[src/rtl/sal_sched_pkg.sv]
// Shared types and helpers for the scheduler-side DFI bus arbitration logic.
package sal_sched_pkg;

  typedef enum logic [1:0] {ST_RD, ST_WR, ST_R2W, ST_W2R} arb_state_t;
  typedef enum logic {DIR_RD, DIR_WR} bus_dir_t;

  localparam int TMR_W = 4;

  // tCCD of 0 or 1 both mean back-to-back, so the spacing counter reloads with max(tCCD-1, 0).
  function automatic logic [TMR_W-1:0] ccd_gap(input logic [TMR_W-1:0] t_ccd);
    return (t_ccd == '0) ? '0 : t_ccd - 1'b1;
  endfunction

endpackage

[src/rtl/sal_rw_turnaround_arb_if.sv]
// Request/grant bundle between the bank schedulers and the read/write turnaround arbiter.
interface sal_rw_turnaround_arb_if;
  import sal_sched_pkg::*;

  logic             rd_req_i;
  logic             wr_req_i;
  logic [TMR_W-1:0] t_ccd_i;
  logic [TMR_W-1:0] t_rtw_i;
  logic [TMR_W-1:0] t_wtr_i;
  logic             rd_ret_i;
  logic             rd_gnt_o;
  logic             wr_gnt_o;
  logic             bus_dir_o;
  logic [TMR_W-1:0] rd_cred_o;
  logic             err_o;

  modport master (
    output rd_req_i, wr_req_i, t_ccd_i, t_rtw_i, t_wtr_i, rd_ret_i,
    input  rd_gnt_o, wr_gnt_o, bus_dir_o, rd_cred_o, err_o
  );

  modport slave (
    input  rd_req_i, wr_req_i, t_ccd_i, t_rtw_i, t_wtr_i, rd_ret_i,
    output rd_gnt_o, wr_gnt_o, bus_dir_o, rd_cred_o, err_o
  );

endinterface

[src/rtl/sal_gap_timer.sv]
// Loadable down-counter that parks at zero; done is high whenever the count is zero.
module sal_gap_timer
  import sal_sched_pkg::*;
(
  input  logic             clk,
  input  logic             rst_n,
  input  logic             load,
  input  logic [TMR_W-1:0] load_val,
  output logic             done
);

  logic [TMR_W-1:0] cnt_q, cnt_d;

  always_comb begin
    cnt_d = cnt_q;
    if (load)
      cnt_d = load_val;
    else if (cnt_q != '0)
      cnt_d = cnt_q - 1'b1;
  end

  always_ff @(posedge clk) begin
    if (!rst_n)
      cnt_q <= '0;
    else
      cnt_q <= cnt_d;
  end

  assign done = (cnt_q == '0);

endmodule

[src/rtl/sal_rw_turnaround_arb.sv]
// Read/write arbiter for the shared DFI data bus: tCCD spacing, tRTW/tWTR turnarounds,
// anti-starvation streak limit and read-credit tracking against the read return path.
module sal_rw_turnaround_arb
  import sal_sched_pkg::*;
#(
  parameter int MAX_RD_OUT = 8,
  parameter int MAX_STREAK = 4
) (
  input  logic                    clk,
  input  logic                    rst_n,
  sal_rw_turnaround_arb_if.slave  bus
);

  localparam logic [TMR_W-1:0] RD_OUT_MAX = TMR_W'(MAX_RD_OUT);
  localparam logic [TMR_W-1:0] STREAK_MAX = TMR_W'(MAX_STREAK);

  arb_state_t       state_q, state_d;
  bus_dir_t         dir_q, dir_d;
  logic [TMR_W-1:0] streak_q, streak_d;
  logic [TMR_W-1:0] cred_q, cred_d;
  logic             err_q, err_d;

  logic             rd_ok, wr_ok;
  logic             rd_gnt, wr_gnt;
  logic             streak_full, cred_full;
  logic             gap_done, ta_done;
  logic             ta_load;
  logic [TMR_W-1:0] ta_val;
  logic [TMR_W-1:0] gap_val;

  assign streak_full = (streak_q == STREAK_MAX);
  assign cred_full   = (cred_q >= RD_OUT_MAX);
  assign gap_val     = ccd_gap(bus.t_ccd_i);

  // A direction yields once it has used its streak and the other side is waiting.
  assign rd_ok  = bus.rd_req_i & gap_done & ~cred_full & ~(bus.wr_req_i & streak_full);
  assign wr_ok  = bus.wr_req_i & gap_done & ~(bus.rd_req_i & streak_full);
  assign rd_gnt = rst_n & (state_q == ST_RD) & rd_ok;
  assign wr_gnt = rst_n & (state_q == ST_WR) & wr_ok;

  always_comb begin
    state_d  = state_q;
    dir_d    = dir_q;
    ta_load  = 1'b0;
    ta_val   = bus.t_rtw_i;
    streak_d = streak_q;
    if ((rd_gnt | wr_gnt) && !streak_full)
      streak_d = streak_q + 1'b1;

    case (state_q)
      ST_RD: begin
        if (!rd_ok && bus.wr_req_i && (!bus.rd_req_i || streak_full || cred_full)) begin
          state_d  = ST_R2W;
          dir_d    = DIR_WR;
          ta_load  = 1'b1;
          ta_val   = bus.t_rtw_i;
          streak_d = '0;
        end
      end
      ST_WR: begin
        if (!wr_ok && bus.rd_req_i && (!bus.wr_req_i || streak_full)) begin
          state_d  = ST_W2R;
          dir_d    = DIR_RD;
          ta_load  = 1'b1;
          ta_val   = bus.t_wtr_i;
          streak_d = '0;
        end
      end
      ST_R2W: if (ta_done && gap_done) state_d = ST_WR;
      ST_W2R: if (ta_done && gap_done) state_d = ST_RD;
      default: state_d = ST_RD;
    endcase
  end

  // Simultaneous grant and return cancel; a return with nothing outstanding is flagged, not counted.
  always_comb begin
    cred_d = cred_q;
    err_d  = err_q | (bus.rd_ret_i & (cred_q == '0));
    case ({rd_gnt, bus.rd_ret_i})
      2'b10:   cred_d = cred_q + 1'b1;
      2'b01:   if (cred_q != '0) cred_d = cred_q - 1'b1;
      default: cred_d = cred_q;
    endcase
  end

  always_ff @(posedge clk) begin
    if (!rst_n) begin
      state_q  <= ST_RD;
      dir_q    <= DIR_RD;
      streak_q <= '0;
      cred_q   <= '0;
      err_q    <= 1'b0;
    end else begin
      state_q  <= state_d;
      dir_q    <= dir_d;
      streak_q <= streak_d;
      cred_q   <= cred_d;
      err_q    <= err_d;
    end
  end

  sal_gap_timer u_gap (
    .clk      (clk),
    .rst_n    (rst_n),
    .load     (rd_gnt | wr_gnt),
    .load_val (gap_val),
    .done     (gap_done)
  );

  sal_gap_timer u_ta (
    .clk      (clk),
    .rst_n    (rst_n),
    .load     (ta_load),
    .load_val (ta_val),
    .done     (ta_done)
  );

  assign bus.rd_gnt_o  = rd_gnt;
  assign bus.wr_gnt_o  = wr_gnt;
  assign bus.bus_dir_o = (dir_q == DIR_WR);
  assign bus.rd_cred_o = cred_q;
  assign bus.err_o     = err_q;

endmodule

[src/flat_wrapper.sv]
// flat-port wrapper written by rule: the top's interface ports become plain ports
module sal_rw_turnaround_arb_flat import sal_sched_pkg::*;
#(
  parameter int MAX_RD_OUT = 8,
  parameter int MAX_STREAK = 4
)
  (clk, rst_n, bus_rd_req_i, bus_wr_req_i, bus_t_ccd_i, bus_t_rtw_i, bus_t_wtr_i, bus_rd_ret_i, bus_rd_gnt_o, bus_wr_gnt_o, bus_bus_dir_o, bus_rd_cred_o, bus_err_o);
  sal_rw_turnaround_arb_if bus_i ();
  input  logic clk;
  input  logic rst_n;
  input wire logic [$bits(bus_i.rd_req_i)-1:0] bus_rd_req_i;
  input wire logic [$bits(bus_i.wr_req_i)-1:0] bus_wr_req_i;
  input wire logic [$bits(bus_i.t_ccd_i)-1:0] bus_t_ccd_i;
  input wire logic [$bits(bus_i.t_rtw_i)-1:0] bus_t_rtw_i;
  input wire logic [$bits(bus_i.t_wtr_i)-1:0] bus_t_wtr_i;
  input wire logic [$bits(bus_i.rd_ret_i)-1:0] bus_rd_ret_i;
  output wire logic [$bits(bus_i.rd_gnt_o)-1:0] bus_rd_gnt_o;
  output wire logic [$bits(bus_i.wr_gnt_o)-1:0] bus_wr_gnt_o;
  output wire logic [$bits(bus_i.bus_dir_o)-1:0] bus_bus_dir_o;
  output wire logic [$bits(bus_i.rd_cred_o)-1:0] bus_rd_cred_o;
  output wire logic [$bits(bus_i.err_o)-1:0] bus_err_o;
  assign bus_i.rd_req_i = bus_rd_req_i;
  assign bus_i.wr_req_i = bus_wr_req_i;
  assign bus_i.t_ccd_i = bus_t_ccd_i;
  assign bus_i.t_rtw_i = bus_t_rtw_i;
  assign bus_i.t_wtr_i = bus_t_wtr_i;
  assign bus_i.rd_ret_i = bus_rd_ret_i;
  assign bus_rd_gnt_o = bus_i.rd_gnt_o;
  assign bus_wr_gnt_o = bus_i.wr_gnt_o;
  assign bus_bus_dir_o = bus_i.bus_dir_o;
  assign bus_rd_cred_o = bus_i.rd_cred_o;
  assign bus_err_o = bus_i.err_o;
  sal_rw_turnaround_arb #(.MAX_RD_OUT(MAX_RD_OUT), .MAX_STREAK(MAX_STREAK)) u_core (.clk(clk), .rst_n(rst_n), .bus(bus_i));
endmodule
[config.mk]
export PLATFORM = sky130hd
export DESIGN_NAME = sal_rw_turnaround_arb_flat
export DESIGN_NICKNAME = d
export VERILOG_FILES = /design/src/rtl/sal_sched_pkg.sv /design/src/rtl/sal_rw_turnaround_arb_if.sv /design/src/rtl/sal_gap_timer.sv /design/src/rtl/sal_rw_turnaround_arb.sv /design/src/flat_wrapper.sv
export SDC_FILE = /design/constraint.sdc
export NUM_CORES = 1
export LEC_CHECK = 0
export ABC_AREA = 1
export CAP_MARGIN = 20
export CORE_ASPECT_RATIO = 0.9
export CORE_MARGIN = 2
export CORE_UTILIZATION = 35
export CTS_CLUSTER_SIZE = 14
export DETAILED_ROUTE_END_ITERATION = 7
export PLACE_DENSITY_LB_ADDON = 0.3
export SLEW_MARGIN = 20
export SYNTH_ARGS = -nofsm -noshare
export SYNTH_HDL_FRONTEND = slang
export SYNTH_SLANG_ARGS = --single-unit
[constraint.sdc]
create_clock -name clk -period 2.47 [get_ports clk]
set_input_delay 0.247 -clock clk [delete_from_list [all_inputs] [get_ports clk]]
set_output_delay 0.247 -clock clk [all_outputs]
set_load 0.005 [all_outputs]
==> impl_results.md, run 1 <==
- Rel. slew slack: 0.806
- Critical Path RT: roughly 2.2 ns
- Die Width: 69.9 µm
- DRC Markers: 0
- Placed Area: 1670 µm²
- Max IR drop VDD: 0.582 mV
- Clock Path Buffers: 2
- Top sig layer: met4
- Status: finished clean
- Number of global-route vias before repair: 1,159
- Worst hold path class: register to register
- Max-Cap Viols: 0
- H-tree Lvls: 1
- Synthesized instance count: a little under 200
- Synthesized area per cell: 6.95 µm²
- Synth warn: 0
- Post-synth EDFFs: 0
- Synth area leaders: dfxtp_1 29%, nand2_1 11%, ha_1 10%, inv_1 8.2%, xor2_1 6.4%
- Post-Syn Area: 1370 µm²
- Syn_nets: 225
- Detailed Route WL: 3.01 mm
- Met3 wire len: 133 µm
- Post-cts resize count: 0
- Critical path class: register to output pin
- Die Height: 63.3 µm
- Synth Register Bits: 20
- Cell area after layout: 1720 µm²
- Tot GR Track Use: 0.144
- Fin. Hold Viols: 0
- Hold Buf Count CTS: 0
- Dpl cells: 267
- RSZ-0062 raised after global routing: no
- Post-DP HPWL: 2.39 mm
- Crit path time final: 2.19 ns
- Pin count of the biggest net entering global routing: 13
- Antenna fix cells: 0
- Slew Limit Fails: 0
- Peak Freq: 456 MHz
- First-pass GRT wire length: 5.21 mm
- Initial antenna violation count: 0
- Core area: between 3000 and 4000 µm²
- Main synth FF type: dfxtp_1
- Post-CTS Setup Bufs: 0
- Dominant cell type by area after synthesis: dfxtp_1
- Async SR Flop Fraction: 0
- Via Count: ~1,300
- Placer Congestion: 0.855
- Root Buffer: clkbuf_8
- Final Cycle Share: 0.887
- PortBufs: 24
- Share of layout cells above drive strength 1: 0.0889
- Count of cell types in the netlist: 27
- Wire length on met1: 1.52 mm
- Starting Density: 0.367
- CTS buffer count: 3
- Final Non-Filler Cells: 271
- Nets: 254
- Setup Skew: 0.00474 ns
- CTS tree: built
- Area Growth Syn to Fin: 25.8%
- Met2 WL post-DR: 1.33 mm
- Detailed-route vias per instance: 4.72
- Setup TNS: 0 ns
- FILL cells: 400
- I/O pin cnt: 25
- Initial DRC Count: 58
- Power Dens Cells: 1090 nW/µm²
- Gr ovfl total: 0
- Leakage power: between 0.8 and 0.9 nW
- Sequential share of the synthesized area: 0.293
- Clk slew on worst S/H paths: 0.08 ns
- Critical Path Source Type: register
- Per-cell routed wire length: 11.1 µm
- Final Core Density: 0.461
- Die Area: about 4400 µm²
- Clock latency on the worst-skew pair: 0.26 ns
- Site row count: 21
- Worst setup EP type: output pin
- Commonest cells in the netlist: 41 x nand2_1, 30 x inv_1, 20 x dfxtp_1
- Top-count cell post-synth: nand2_1
- Final number of setup-violating endpoints: 0
- Reg-to-reg slack, setup: 0.46 ns
- Max Fanout on Critical Path: 5
- Routed Antenna Nets: 0
- WP data arrival: 1.94 ns
- Clock Sinks: 20
- Top cell type's share of synthesized area: 0.293
- Drt pass-1 iters: 4
- Actual slew at the worst max-slew pin: 0.289 ns
## cells in the final DEF (no fill, tap or decap)
| cell type | instances |
|---|---|
| a21oi_2 | 1 |
| nand2_4 | 1 |
| clkdlybuf4s50_1 | 24 |
| nor2_1 | 16 |
| a211oi_1 | 1 |
| nand3_2 | 1 |
| inv_2 | 2 |
| nor4b_1 | 1 |
| a211oi_2 | 1 |
| nand4_1 | 2 |
| nor2_4 | 1 |
| inv_1 | 30 |
| clkbuf_8 | 4 |
| o2111ai_1 | 1 |
| o21a_1 | 1 |
| nand3_1 | 17 |
| a31oi_1 | 3 |
| nand2_1 | 41 |
| or2_2 | 1 |
| buf_4 | 1 |
| o21ai_0 | 15 |
| o21bai_1 | 1 |
| nor3_1 | 1 |
| xor2_1 | 10 |
| nand3_4 | 1 |
| nand2_2 | 6 |
| dfxtp_1 | 20 |
| a21oi_1 | 10 |
| ha_1 | 11 |
## state kept, by name, indices dropped and copies added, names as in the netlist
signal / cells
u_core.u_ta.cnt_q: 4
u_core.u_gap.cnt_q: 4
u_core.bus.bus_dir_o: 1
u_core.bus.rd_cred_o: 4
u_core.bus.err_o: 1
u_core.state_q: 2
u_core.streak_q: 4
## worst paths after layout
| check | end | cells after the start | from |
|---|---|---|---|
| max | bus_wr_gnt_o | 9 | u_core.u_gap.cnt_q[0]$_SDFFE_PN0P_ |
| min | u_core.bus.err_o$_SDFF_PN0_ | 1 | u_core.bus.err_o$_SDFF_PN0_ |
| max reg2reg | u_core.bus.rd_cred_o[2]$_SDFFE_PN0P_ | 14 | u_core.state_q[1]$_SDFFE_PN0P_ |
| min reg2reg | u_core.bus.err_o$_SDFF_PN0_ | 1 | u_core.bus.err_o$_SDFF_PN0_ |
## power breakdown
| group | internal [W] | switching, W |
|---|---|---|
| logic | 0.000454 | 0.000618 |
| registers | 0.000449 | 0.000102 |
| clock network | 0.000142 | 0.000114 |
| total | 0.00105 | 0.000834 |
## metrics by stage
stage / hold slack [ns] / power [W] / worst slack [ns]
6_report: 0.475 / 0.00188 / 0.279
5_1_grt: 0.497 / 0.00209 / 0.128
4_1_cts: 0.479 / 0.00189 / 0.246
3_5_place_dp: 0.452 / 0.00162 / 0.384
3_3_place_gp: 0.461 / 0.00162 / 0.454
2_1_floorplan: 0.397 / 0.00132 / 0.698
## critical path, stage by stage, from the launching register on
cell	delay, ns
dfxtp_1	0.32
inv_1	0.10
ha_1	0.19
nand2_2	0.07
nor2_4	0.15
nand2_1	0.07
nor2_1	0.08
nand3_1	0.13
inv_1	0.08
clkdlybuf4s50_1	0.49
## final cells by class
class,instances,area [µm²],share of cell area
flip-flops and latches,20,400,0.233
well taps,46,57.6,0.0334
inverters,32,120,0.0698
clock buffers,4,55.1,0.0320
multi-input cells,144,841,0.488
repair buffers,25,248,0.144
## metal layers
| metal | vias to the layer above | track usage |
|---|---|---|
| li1 | 690 | - |
| met1 | 557 | 0.214 |
| met2 | 26 | 0.213 |
| met3 | 5 | 0.0304 |
| met4 | 0 | 0.0288 |
| met5 | - | 0 |
## cell families after synthesis
group,count (synthesis),synth area share
adders and majority gates,11,0.101
buffers and inverters,33,0.0932
and+or+nand+nor,89,0.306
DFF,20,0.293
xor gates and xnor gates,10,0.0640
AOI/OAI and AO/OA,34,0.144
Note: power is estimated with default switching activity, not from simulation.
==> run 2: changes to the inputs <==
Settings changed: PLACE_DENSITY from default to 0.61, PLACE_DENSITY_LB_ADDON 0.3 to default.
==> run 2 against run 1 <==
Against the previous run:
- design area is 0.95% higher
- power is 3.1% higher
- utilization is 0.44 points higher
- critical path depth stayed put
- combinational power hardly changed
- worst hold slack worse by 0.0054 ns
- clock power is 30% higher
- critical endpoint unchanged
- largest power group unchanged
==> impl_results.md, run 2 (synthesized netlist as in run 1, its figures left out) <==
- Via Count: 1,294 (was 1,278)
- Antenna fix cells: 0 (unchanged)
- CTS buffer count: 3 (unchanged)
- Leakage power: 0.813 nW (was 0.806 nW)
- Max-Cap Viols: 0 (unchanged)
- Critical path class: register to output pin (unchanged)
- Nets: 254 (unchanged)
- I/O pin cnt: 25 (unchanged)
- Pin count of the biggest net entering global routing: 13 (unchanged)
- Critical Path Source Type: register (unchanged)
- Delay of the slowest cell on the worst path: 0.49 ns (about the same)
- FILL cells: 375 (was 400)
- Initial DRC Count: 67 (was 58)
- Actual slew at the worst max-slew pin: 0.257 ns (was 0.289 ns)
- Power Dens Cells: 1110 nW/µm² (was 1090 nW/µm²)
- Clock power frac: 0.172 (was 0.136)
- Die Area: 4430 µm² (unchanged)
- Root Buffer: clkbuf_8 (unchanged)
- Fin Hold WS: 0.470 ns (was 0.475 ns)
- Clk slew on worst S/H paths: 0.08 ns (about the same)
- Slowest cell on crit path: clkdlybuf4s50_1 (unchanged)
- Fin. Hold Viols: 0 (unchanged)
- Psw: 0.000818 W (was 0.000834 W)
- Area Growth Syn to Fin: 27.0% (was 25.8%)
- Starting Density: 0.367 (unchanged)
- CTS tree: built (unchanged)
- Core area: 3730 µm² (unchanged)
- Switch share: 0.423 (was 0.444)
- Peak Freq: 458 MHz (was 456 MHz)
- Rel. slew slack: 0.827 (was 0.806)
- Critical Path RT: 2.22 ns (about the same)
- Most used cell, CP: inv_1 (unchanged)
- Detailed Route WL: 2.85 mm (was 3.01 mm)
- Final Cycle Share: 0.884 (was 0.887)
- Setup TNS: 0 ns (unchanged)
- Detailed-route vias per instance: 4.77 (was 4.72)
- DRC Markers: 0 (unchanged)
- H-tree Lvls: 1 (unchanged)
- Max IR drop VDD: 0.619 mV (was 0.582 mV)
- Leading cell type in the layout, fill and taps excluded: nand2_1 (unchanged)
- Gr ovfl total: 0 (unchanged)
- Routed Antenna Nets: 0 (unchanged)
- Clock latency on the worst-skew pair: 0.26 ns (about the same)
- Highest-count cells in the layout ignoring fill and taps: 41 x nand2_1, 30 x inv_1, 24 x clkdlybuf4s50_1, 20 x dfxtp_1, 17 x nand3_1 (unchanged)
- Placer Congestion: 0.842 (was 0.855)
- Crit path time final: 2.18 ns (was 2.19 ns)
- Site row count: 21 (unchanged)
- Share of layout cells above drive strength 1: 0.0889 (unchanged)
- Die Height: 63.3 µm (unchanged)
- WHS Path Cells: 2 (was 1)
- Sequential share of power: 0.283 (was 0.293)
- Delay-heaviest family, CP: buffers and inverters (unchanged)
- Crit-path cells: inv_1 -> ha_1 -> nand2_2 -> nor2_4 -> nand2_1 -> nor2_1 -> nand3_1 -> inv_1 -> clkdlybuf4s50_1 (unchanged)
- CP Depth: 9 (unchanged)
- Post-cts resize count: 0 (unchanged)
- Clock Sinks: 20 (unchanged)
- Clock Path Buffers: 2 (unchanged)
- Combinational power share: 0.545 (was 0.571)
- Number of global-route vias before repair: 1,168 (was 1,159)
- Buffer and inverter count on the worst path: 3 (unchanged)
- Status: finished clean (unchanged)
- Worst setup EP type: output pin (unchanged)
- Worst hold path class: register to register (unchanged)
- Post-CTS Setup Bufs: 0 (unchanged)
- Setup Skew: 0.00403 ns (was 0.00474 ns)
- Initial antenna violation count: 0 (unchanged)
- Drt pass-1 iters: 4 (unchanged)
- Max Fanout on Critical Path: 5 (unchanged)
- Per-cell routed wire length: 10.5 µm (was 11.1 µm)
- Final number of setup-violating endpoints: 0 (unchanged)
- Hold Buf Count CTS: 0 (unchanged)
- Post-DP HPWL: 2.24 mm (was 2.39 mm)
- First-pass GRT wire length: 5.03 mm (was 5.21 mm)
- RSZ-0062 raised after global routing: no (unchanged)
- Slew Limit Fails: 0 (unchanged)
- Tot GR Track Use: 0.143 (was 0.144)
- Worst R2R Path Depth: 14 (unchanged)
- Die Width: 69.9 µm (unchanged)
- WP data arrival: 1.94 ns (about the same)
- PortBufs: 24 (unchanged)
- Cell-internal power: 0.00112 W (was 0.00105 W)
==> run 2: cell count changes in the layout (fill, tap and decap cells not counted), sizes merged <==
cell and delta:
bufinv +1, clkbuf -1
==> run 2: final timing paths <==
path	start	end	slack, ns
hold reg to reg	u_core.bus.bus_dir_o$_SDFFE_PN0P_	u_core.bus.bus_dir_o$_SDFFE_PN0P_	0.47
hold / removal	u_core.bus.bus_dir_o$_SDFFE_PN0P_	u_core.bus.bus_dir_o$_SDFFE_PN0P_	0.47
setup reg to reg	u_core.state_q[0]$_SDFFE_PN0P_	u_core.bus.rd_cred_o[2]$_SDFFE_PN0P_	0.51
setup / recovery	u_core.u_gap.cnt_q[0]$_SDFFE_PN0P_	bus_wr_gnt_o	0.29
==> run 2: worst register-to-register path: stages (launching register included) <==
cell     delay, ns
dfxtp_1       0.34
inv_1         0.10
ha_1          0.21
nand2_1       0.09
nor2_1        0.13
nand3_2       0.15
nand2_1       0.15
nand2_1       0.08
nand2_1       0.06
inv_1         0.04
ha_1          0.16
inv_1         0.05
nand2_1       0.05
xor2_1        0.16
a21oi_1       0.13
==> run 2: power groups by stage <==
| stage | Clock [W] | Combinational, W | Sequential [W] |
|---|---|---|---|
| finish | 0.000332 | 0.00106 | 0.000548 |
| global placement | 0 | 0.00106 | 0.000560 |
| CTS | 0.000347 | 0.00106 | 0.000550 |
| global route | 0.000361 | 0.00123 | 0.000567 |
| floorplan | 0 | 0.000781 | 0.000541 |
| detailed placement | 0 | 0.00106 | 0.000556 |
==> run 2: metal layers <==
metal,global-route usage,wire [µm],share of wire,vias to the layer above
li1,-,-,-,691
met1,0.185,1450,0.51,581
met2,0.225,1240,0.44,17
met3,0.0352,106,0.037,5
met4,0.0649,54,0.019,0
met5,0,0,0,-
==> run 2: area by class of cell <==
type / instances / area, µm² / area share
Tap cell: 46 / 57.6 / 0.0331
Timing Repair Buffer: 25 / 248 / 0.143
Sequential cell: 20 / 400 / 0.230
Multi-Input combinational cell: 144 / 841 / 0.484
Clock inverter: 1 / 30.0 / 0.0173
Inverter: 32 / 120 / 0.0691
Clock buffer: 3 / 41.3 / 0.0238
==> run 2: per-stage QoR <==
step / instance area (µm²) / power (W) / instances / setup slack [ns] / utilization
floorplan: 1370 / 0.00132 / 197 / 0.698 / -
global placement: 1670 / 0.00162 / 267 / 0.459 / 0.447
detailed placement: 1670 / 0.00161 / 267 / 0.387 / 0.447
CTS: 1740 / 0.00196 / 271 / 0.277 / 0.466
global route: 1740 / 0.00216 / 271 / 0.141 / 0.466
finish: 1740 / 0.00194 / 271 / 0.286 / 0.466
==> run 3: changes to the inputs <==
Settings changed: CORE_UTILIZATION 35 to 52, PLACE_DENSITY 0.61 to 0.83.
==> run 3 against run 2 <==
Against the previous run:
- power shrank 5.6%
- register-to-register slack lost 0.06 ns
- sequential power grew 0.9%
- worst setup slack lost 0.051 ns
- largest power group unchanged
- highest routed layer unchanged
==> impl_results.md, run 3 (synthesized netlist as in run 1, its figures left out) <==
- Combinational power share: 0.592 (was 0.545)
- Crit path time final: 2.23 ns (was 2.18 ns)
- Rel. slew slack: 0.813 (was 0.827)
- Antenna fix cells: 0 (unchanged)
- Max-Cap Viols: 0 (unchanged)
- Share of layout cells above drive strength 1: 0.0889 (unchanged)
- Peak Freq: 448 MHz (was 458 MHz)
- CTS tree: built (unchanged)
- Max IR drop VDD: 0.750 mV (was 0.619 mV)
- Detailed-route vias per instance: 5.13 (was 4.77)
- Setup Skew: 0.00107 ns (was 0.00403 ns)
- Placer Congestion: 0.810 (was 0.842)
- Reg-to-reg slack, setup: 0.45 ns (was 0.51 ns)
- Drt pass-1 iters: 5 (was 4)
- CP Capture Point: bus_wr_gnt_o (unchanged)
- Clock Sinks: 20 (unchanged)
- DRC Markers: 0 (unchanged)
- Sequential share of power: 0.303 (was 0.283)
- Critical path class: register to output pin (unchanged)
- Per-cell routed wire length: 11.9 µm (was 10.5 µm)
- Site row count: 17 (was 21)
- RSZ-0062 raised after global routing: no (unchanged)
- Clock power frac: 0.105 (was 0.172)
- First-pass GRT wire length: 4.99 mm (was 5.03 mm)
- Cell area after layout: 1680 µm² (was 1740 µm²)
- Final Cycle Share: 0.905 (was 0.884)
- Die Height: 52.7 µm (was 63.3 µm)
- WP data arrival: 1.99 ns (was 1.94 ns)
- Highest-count cells in the layout ignoring fill and taps: 41 x nand2_1, 30 x inv_1, 24 x clkdlybuf4s50_1, 20 x dfxtp_1, 17 x nand3_1 (unchanged)
- Initial DRC Count: 31 (was 67)
- Power Dens Cells: 1090 nW/µm² (was 1110 nW/µm²)
- Die Area: 3060 µm² (was 4430 µm²)
- Switch share: 0.457 (was 0.423)
- Die Width: 58.1 µm (was 69.9 µm)
- Clock Path Buffers: 2 (unchanged)
- Core area: 2470 µm² (was 3730 µm²)
- Psw: 0.000834 W (was 0.000818 W)
- Post-CTS Setup Bufs: 0 (unchanged)
- Tot GR Track Use: 0.214 (was 0.143)
- Cell-internal power: 0.000993 W (was 0.00112 W)
- H-tree Lvls: 1 (unchanged)
- I/O pin cnt: 25 (unchanged)
- Nets: 254 (unchanged)
- Setup TNS: 0 ns (unchanged)
- Critical Path RT: 2.22 ns (about the same)
- Actual slew at the worst max-slew pin: 0.277 ns (was 0.257 ns)
- Pin count of the biggest net entering global routing: 13 (unchanged)
- Fin. Hold Viols: 0 (unchanged)
- FILL cells: 217 (was 375)
- Hold Buf Count CTS: 0 (unchanged)
- Worst R2R Path Depth: 14 (unchanged)
- R2r startpoint: u_core.state_q[0]$_SDFFE_PN0P_ (unchanged)
- Clock latency on the worst-skew pair: 0.29 ns (was 0.26 ns)
- Worst setup EP type: output pin (unchanged)
- Final Core Density: 0.681 (was 0.466)
- Min-delay src: u_core.bus.err_o$_SDFF_PN0_ (was u_core.bus.bus_dir_o$_SDFFE_PN0P_)
- Detailed Route WL: 3.01 mm (was 2.85 mm)
- Gr ovfl total: 0 (unchanged)
- CP Launch Point: u_core.u_gap.cnt_q[0]$_SDFFE_PN0P_ (unchanged)
- Max Fanout on Critical Path: 5 (unchanged)
- CTS buffer count: 3 (unchanged)
- Status: finished clean (unchanged)
- Root Buffer: clkbuf_4 (was clkbuf_8)
- Leading cell type in the layout, fill and taps excluded: nand2_1 (unchanged)
- Placed Area: 1640 µm² (was 1670 µm²)
- Number of global-route vias before repair: 1,197 (was 1,168)
- Routed Antenna Nets: 0 (unchanged)
- Area Growth Syn to Fin: 22.8% (was 27.0%)
- Final number of setup-violating endpoints: 0 (unchanged)
- Critical Path Source Type: register (unchanged)
- Post-DP HPWL: 2.33 mm (was 2.24 mm)
- Worst hold path class: register to register (unchanged)
- Starting Density: 0.555 (was 0.367)
- Via Count: 1,298 (was 1,294)
- Initial antenna violation count: 0 (unchanged)
- Leakage power: 0.798 nW (was 0.813 nW)
- WHS Path Cells: 1 (was 2)
- Slew Limit Fails: 0 (unchanged)
- Post-cts resize count: 0 (unchanged)
- PortBufs: 24 (unchanged)
- Clk slew on worst S/H paths: 0.12 ns (was 0.08 ns)
- FF-to-FF End: u_core.bus.rd_cred_o[2]$_SDFFE_PN0P_ (unchanged)
## run 3: layout make-up
type | count | area [µm²] | area share
Multi-Input combinational cell | 144 | 841 | 0.500
Tap cell | 28 | 35.0 | 0.0208
Sequential cell | 20 | 400 | 0.238
Timing Repair Buffer | 25 | 248 | 0.147
Clock buffer | 4 | 36.3 | 0.0216
Inverter | 32 | 120 | 0.0715
## run 3: stage by stage
| stage | instances | setup slack, ns | hold WS [ns] | total power (W) |
|---|---|---|---|---|
| final | 253 | 0.235 | 0.482 | 0.00183 |
| after global routing | 253 | 0.0684 | 0.494 | 0.00203 |
| after CTS | 253 | 0.199 | 0.482 | 0.00183 |
| after detailed placement | 249 | 0.412 | 0.458 | 0.00162 |
| after global placement | 249 | 0.475 | 0.449 | 0.00161 |
| after floorplan | 197 | 0.698 | 0.397 | 0.00132 |
## run 3: worst min path at each step
stage / slack (ns) / to
CTS: 0.48 / u_core.bus.err_o$_SDFF_PN0_
floorplan: 0.40 / u_core.u_ta.cnt_q[1]$_SDFFE_PN0P_
detailed placement: 0.46 / u_core.bus.err_o$_SDFF_PN0_
global route: 0.49 / u_core.bus.err_o$_SDFF_PN0_
global placement: 0.45 / u_core.bus.err_o$_SDFF_PN0_
finish: 0.48 / u_core.bus.err_o$_SDFF_PN0_
## run 3: per-layer routing
layer	share of wire	up-vias	track usage
li1	-	689	-
met1	0.50	577	0.281
met3	0.035	6	0.0247
met2	0.45	26	0.356
met5	0	-	0
met4	0.017	0	0.0891
## run 3: power by group through the flow
| stage | logic (W) | clock network [W] | registers [W] |
|---|---|---|---|
| 2_1_floorplan | 0.000781 | 0 | 0.000541 |
| 3_3_place_gp | 0.00105 | 0 | 0.000558 |
| 3_5_place_dp | 0.00107 | 0 | 0.000558 |
| 4_1_cts | 0.00108 | 0.000199 | 0.000552 |
| 5_1_grt | 0.00124 | 0.000213 | 0.000571 |
| 6_report | 0.00108 | 0.000192 | 0.000553 |
## run 3: critical path, stage by stage, from the launching register on
cell             delay, ns
dfxtp_1               0.33
inv_1                 0.12
ha_1                  0.20
nand2_2               0.07
nor2_4                0.14
nand2_1               0.07
nor2_1                0.08
nand3_1               0.12
inv_1                 0.07
clkdlybuf4s50_1       0.49
==> patch 1: new RTL, settings of run 3 <==
Re-encode `arb_state_t` (4 states) as one-hot, 4 bits wide.
--- a/src/rtl/sal_sched_pkg.sv
+++ b/src/rtl/sal_sched_pkg.sv
@@ -3,3 +3,3 @@
 
-  typedef enum logic [1:0] {ST_RD, ST_WR, ST_R2W, ST_W2R} arb_state_t;
+  typedef enum logic [3:0] {ST_RD = 4'b0001, ST_WR = 4'b0010, ST_R2W = 4'b0100, ST_W2R = 4'b1000} arb_state_t;
   typedef enum logic {DIR_RD, DIR_WR} bus_dir_t;
Function: no difference found for any inputs over 10 cycles, from zero or initial values and one cycle with rst_n low; not proved beyond that.
==> patch 1 against run 3 <==
  * Cell area grew 5.7%
  * Utilization shrank 3.0 points
  * Worst setup slack lost 27 ps
  * Power shrank 8.9%
  * Sequential cell count grew 2
  * Wire length shrank 2.1%
  * Clock power shrank 19%
  * Synthesized area grew 7.3%
  * Largest cell class unchanged
==> patch 1: results <==
metrics = {
    "outcome": {
        "status": "complete, no violations",
    },
    "drt": {
        "met2WireLength_um": 1390,
        "postRouteWirelength_um": 2940,
        "drt_iter0_markers": 25,
        "drt_first_pass_iters": 4,
        "viasPerCell": 5.03,
        "met1Wirelength_um": 1420,
        "wl_met3_um": 109,
        "wl_per_cell_um": 11.2,
        "top_layer_used": "met4",
    },
    "layout": {
        "diodes": 0,
        "n_fill_cell": 249,
        "layout-drive-gt1-share_pct": 18.3,
        "nets": 250,
    },
    "synthesis": {
        "ys_seq_area_share_pct": 30.0,
        "synthTopCellsByCount": "nand2_1 (28), inv_1 (24), dfxtp_1 (22), nor2_1 (16), a21oi_1 (10)",
        "ys_types": 34,
        "syn_area_per_cell_um2": 7.46,
        "yosysWarnings": 0,
        "yosys-top-cells-area": "dfxtp_1 (30%), nand2_1 (7.2%), inv_1 (6.1%)",
        "synth-async-reset-ratio_pct": 0,
        "syn-num-nets": 221,
    },
    "setup_path": {
        "crit_fanout": 4,
        "critPathArrivalTime_ps": 2010,
    },
    "pwr": {
        "leakagePower_nw": 0.761,
        "clk-power_mw": 0.155,
        "p_per_area_nw_per_um2": 937,
        "ir_drop_mv": 0.639,
        "internal-power_mw": 0.948,
        "pg_seq_mw": 0.578,
    },
    "global_routing": {
        "use_met3_pct": 5.44,
        "grt_use_total_pct": 20.6,
        "grt_pass1_wl_um": 5200,
        "grt_use_met2_pct": 36.1,
        "antenna_found_initial": 0,
        "grt_pass1_vias": 1253,
        "grtUsageMet1_pct": 26.1,
        "grt_max_degree": 12,
    },
    "floorplan": {
        "rows": 18,
    },
    "placed_design": {
        "dp.cells": 261,
        "placed_area_um2": 1750,
        "gp_congestion": 0.782,
        "dpl.hpwl_um": 2400,
        "dp_slack_ps": 329,
    },
    "clocking": {
        "cts_buffers": 3,
        "cts_resized": 0,
        "clock-root-buffer": "clkbuf_4",
        "clkLatencyLatePin_ps": 300,
        "post_cts_buffers": 0,
        "ctsHtreeMaxLevel": 1,
        "clk_pin_slew_ps": 110,
    },
    "sta": {
        "fin_skew_ps": 2.18,
        "slew-limit-headroom_pct": 69.6,
    },
    "worst_hold_path": {
        "min-delay-path-class": "reg -> reg",
    },
}
patch 1: changes by cell type after synthesis, moves of 4 or more:
cell | run 3 | this run
o21ai_0 | 15 | 4
nor3_1 | 1 | 6
a211oi_1 | 1 | 5
o21ai_1 | 0 | 7
xor2_1 | 10 | 5
ha_1 | 11 | 7
nand3_1 | 17 | 9
nand2_4 | 1 | 5
inv_1 | 30 | 24
nand2_1 | 41 | 28
inv_2 | 2 | 6
nor2_2 | 0 | 5
nand4_1 | 2 | 6
patch 1: cells by family after synthesis:
family                   after synthesis  synth area share (%)
adder cells (fa/ha/maj)                7                  5.96
AND/OR/NAND/NOR                       92                  35.1
buffers and inverters                 32                  8.94
flip-flops                            22                  30.0
XOR/XNOR                               7                  4.17
AO/OA/AOI/OAI                         37                  15.8
patch 1: critical path: stages (launching register included):
cell	delay, ps
dfxtp_1	370
inv_1	90
ha_1	230
nand3_4	140
clkinv_2	90
nand2_1	60
nand3_1	140
inv_1	90
clkdlybuf4s50_1	490
patch 1: layout make-up:
type	count	area [µm²]	share of cell area, %
multi-input cells	143	897	50.5
clock buffers	3	22.5	1.27
inverters	31	118	6.62
well taps	40	50.0	2.82
flip-flops and latches	22	440	24.8
repair buffers	25	248	14.0
patch 1: path summary, 6_finish.rpt:
| path | from | to | slack (ps) | cells after the start |
|---|---|---|---|---|
| setup reg to reg | u_core.streak_q[0] | u_core.bus.rd_cred_o[2] | 460 | 15 |
| setup / recovery | u_core.streak_q[0] | bus_wr_gnt_o | 210 | 8 |
| hold / removal | u_core.bus.bus_dir_o | u_core.bus.bus_dir_o | 480 | 2 |
| hold reg to reg | u_core.bus.bus_dir_o | u_core.bus.bus_dir_o | 480 | 2 |
==> patch 2: new RTL, flow settings as in run 3 <==
Made on the original files. The package constant `TMR_W` goes from 4 to 3.
--- a/src/rtl/sal_sched_pkg.sv
+++ b/src/rtl/sal_sched_pkg.sv
@@ -6,3 +6,3 @@
 
-  localparam int TMR_W = 4;
+  localparam int TMR_W = 3;
 
Interface: changed (resized bus_rd_cred_o, bus_t_ccd_i, bus_t_rtw_i and bus_t_wtr_i); port bits go from 25 to 21. No check against the original RTL was run, so the function may have changed too.
==> patch 2 against run 3 <==
  * Clock skew increased by 11 ps
  * Cell area decreased by 20%
  * Sequential cell count shrank 4
  * Worst setup slack got worse by 59 ps
  * Die area fell by 18%
  * Global-route usage down 0.97 points
  * Hold slack lost 7.4 ps
  * Clock power fell by 26%
  * Wire length is 25% lower
  * Largest power group unchanged
  * Power down 35%
  * Critical path depth is 2 lower
  * Register-to-register slack better by 450 ps
  * Synthesized area shrank 20%
  * Critical path type unchanged
  * Largest cell class unchanged
==> patch 2: results <==
metrics = {
    "synthesis": {
        "yosys-top-cells-area": "dfxtp_1 (29%), ha_1 (17%), nand2_1 (13%)",
        "synthXorXnorAreaFrac_pct": 3.98,
        "ys_types": 21,
        "synth_fa_ha_area_share_pct": 17.1,
        "synthTopCellsByCount": "nand2_1 (37), inv_1 (30), nor2_1 (19), dfxtp_1 (16), ha_1 (15)",
        "ys_seq_area_share_pct": 29.1,
        "syn-num-nets": 192,
        "syn_inst": 163,
        "synth-compound-area-share_pct": 9.10,
    },
    "drt": {
        "met2WireLength_um": 1100,
        "wl_met3_um": 75,
        "vias": 1028,
        "met1Wirelength_um": 1010,
        "postRouteWirelength_um": 2250,
        "drt_first_pass_iters": 4,
        "drt_iter0_markers": 13,
        "viasPerCell": 4.92,
    },
    "global_routing": {
        "grtUsageMet1_pct": 24.0,
        "grt_pass1_vias": 912,
        "antenna_found_initial": 0,
        "grt_use_total_pct": 20.4,
        "grt_pass1_wl_um": 3630,
        "grt_max_degree": 14,
        "use_met3_pct": 3.75,
        "grt_use_met2_pct": 35.8,
    },
    "setup_path": {
        "critPathLaunch": "u_core.state_q[1]",
        "critPathTopFamily": "buffers and inverters",
        "r2r-end": "u_core.streak_q[2]",
        "critPathArrivalTime_ps": 2050,
        "reg2reg_slack_ps": 900,
        "crit_fanout": 7,
        "ff2ff_path_depth": 9,
    },
    "worst_hold_path": {
        "holdPathStages": 2,
        "hold_path_startpoint": "u_core.bus.bus_dir_o",
        "hold_end": "u_core.bus.bus_dir_o",
    },
    "sta": {
        "fmax_ghz": 0.436,
        "fin_hold_ws_ps": 475,
        "fin_skew_ps": 12.4,
    },
    "placed_design": {
        "dp.cells": 206,
        "port_buffers": 19,
        "dp_slack_ps": 368,
        "dpl.hpwl_um": 1780,
        "gp_congestion": 0.850,
        "placed_area_um2": 1320,
    },
    "layout": {
        "nets": 215,
        "diodes": 0,
    },
    "clocking": {
        "clock-root-buffer": "clkbuf_4",
        "clk_pin_slew_ps": 100,
    },
    "pwr": {
        "leakagePower_nw": 0.683,
        "power.switching_fraction_pct": 43.4,
        "ir_drop_mv": 0.599,
    },
    "outcome": {
        "status": "complete, no violations",
    },
}
==> patch 2: changes by cell type in the layout (fill, tap and decap cells not counted), sizes merged, moves of 3 or more <==
cell and change:
a31oi -3, o21ai -5, dfxtp -4, xor2 -6, nand3 -11, ha +4
clkdlybuf4s50 -5, nand2 -9, a21oi -4
==> patch 2: area by class of cell <==
class                      instances  area [µm²]
clock buffer                       3        22.5
fill                             185         609
inverter                          31         116
multi-input combinational        114         654
sequential                        16         320
tap                               25        31.3
timing repair buffer              20         198
==> patch 2: power groups by stage <==
| stage | Clock (mW) | Combinational (mW) | Sequential (mW) |
|---|---|---|---|
| global route | 0.151 | 0.770 | 0.399 |
| finish | 0.142 | 0.663 | 0.388 |
| detailed placement | 0 | 0.659 | 0.394 |
| floorplan | 0 | 0.487 | 0.384 |
| CTS | 0.146 | 0.662 | 0.388 |
| global placement | 0 | 0.628 | 0.388 |
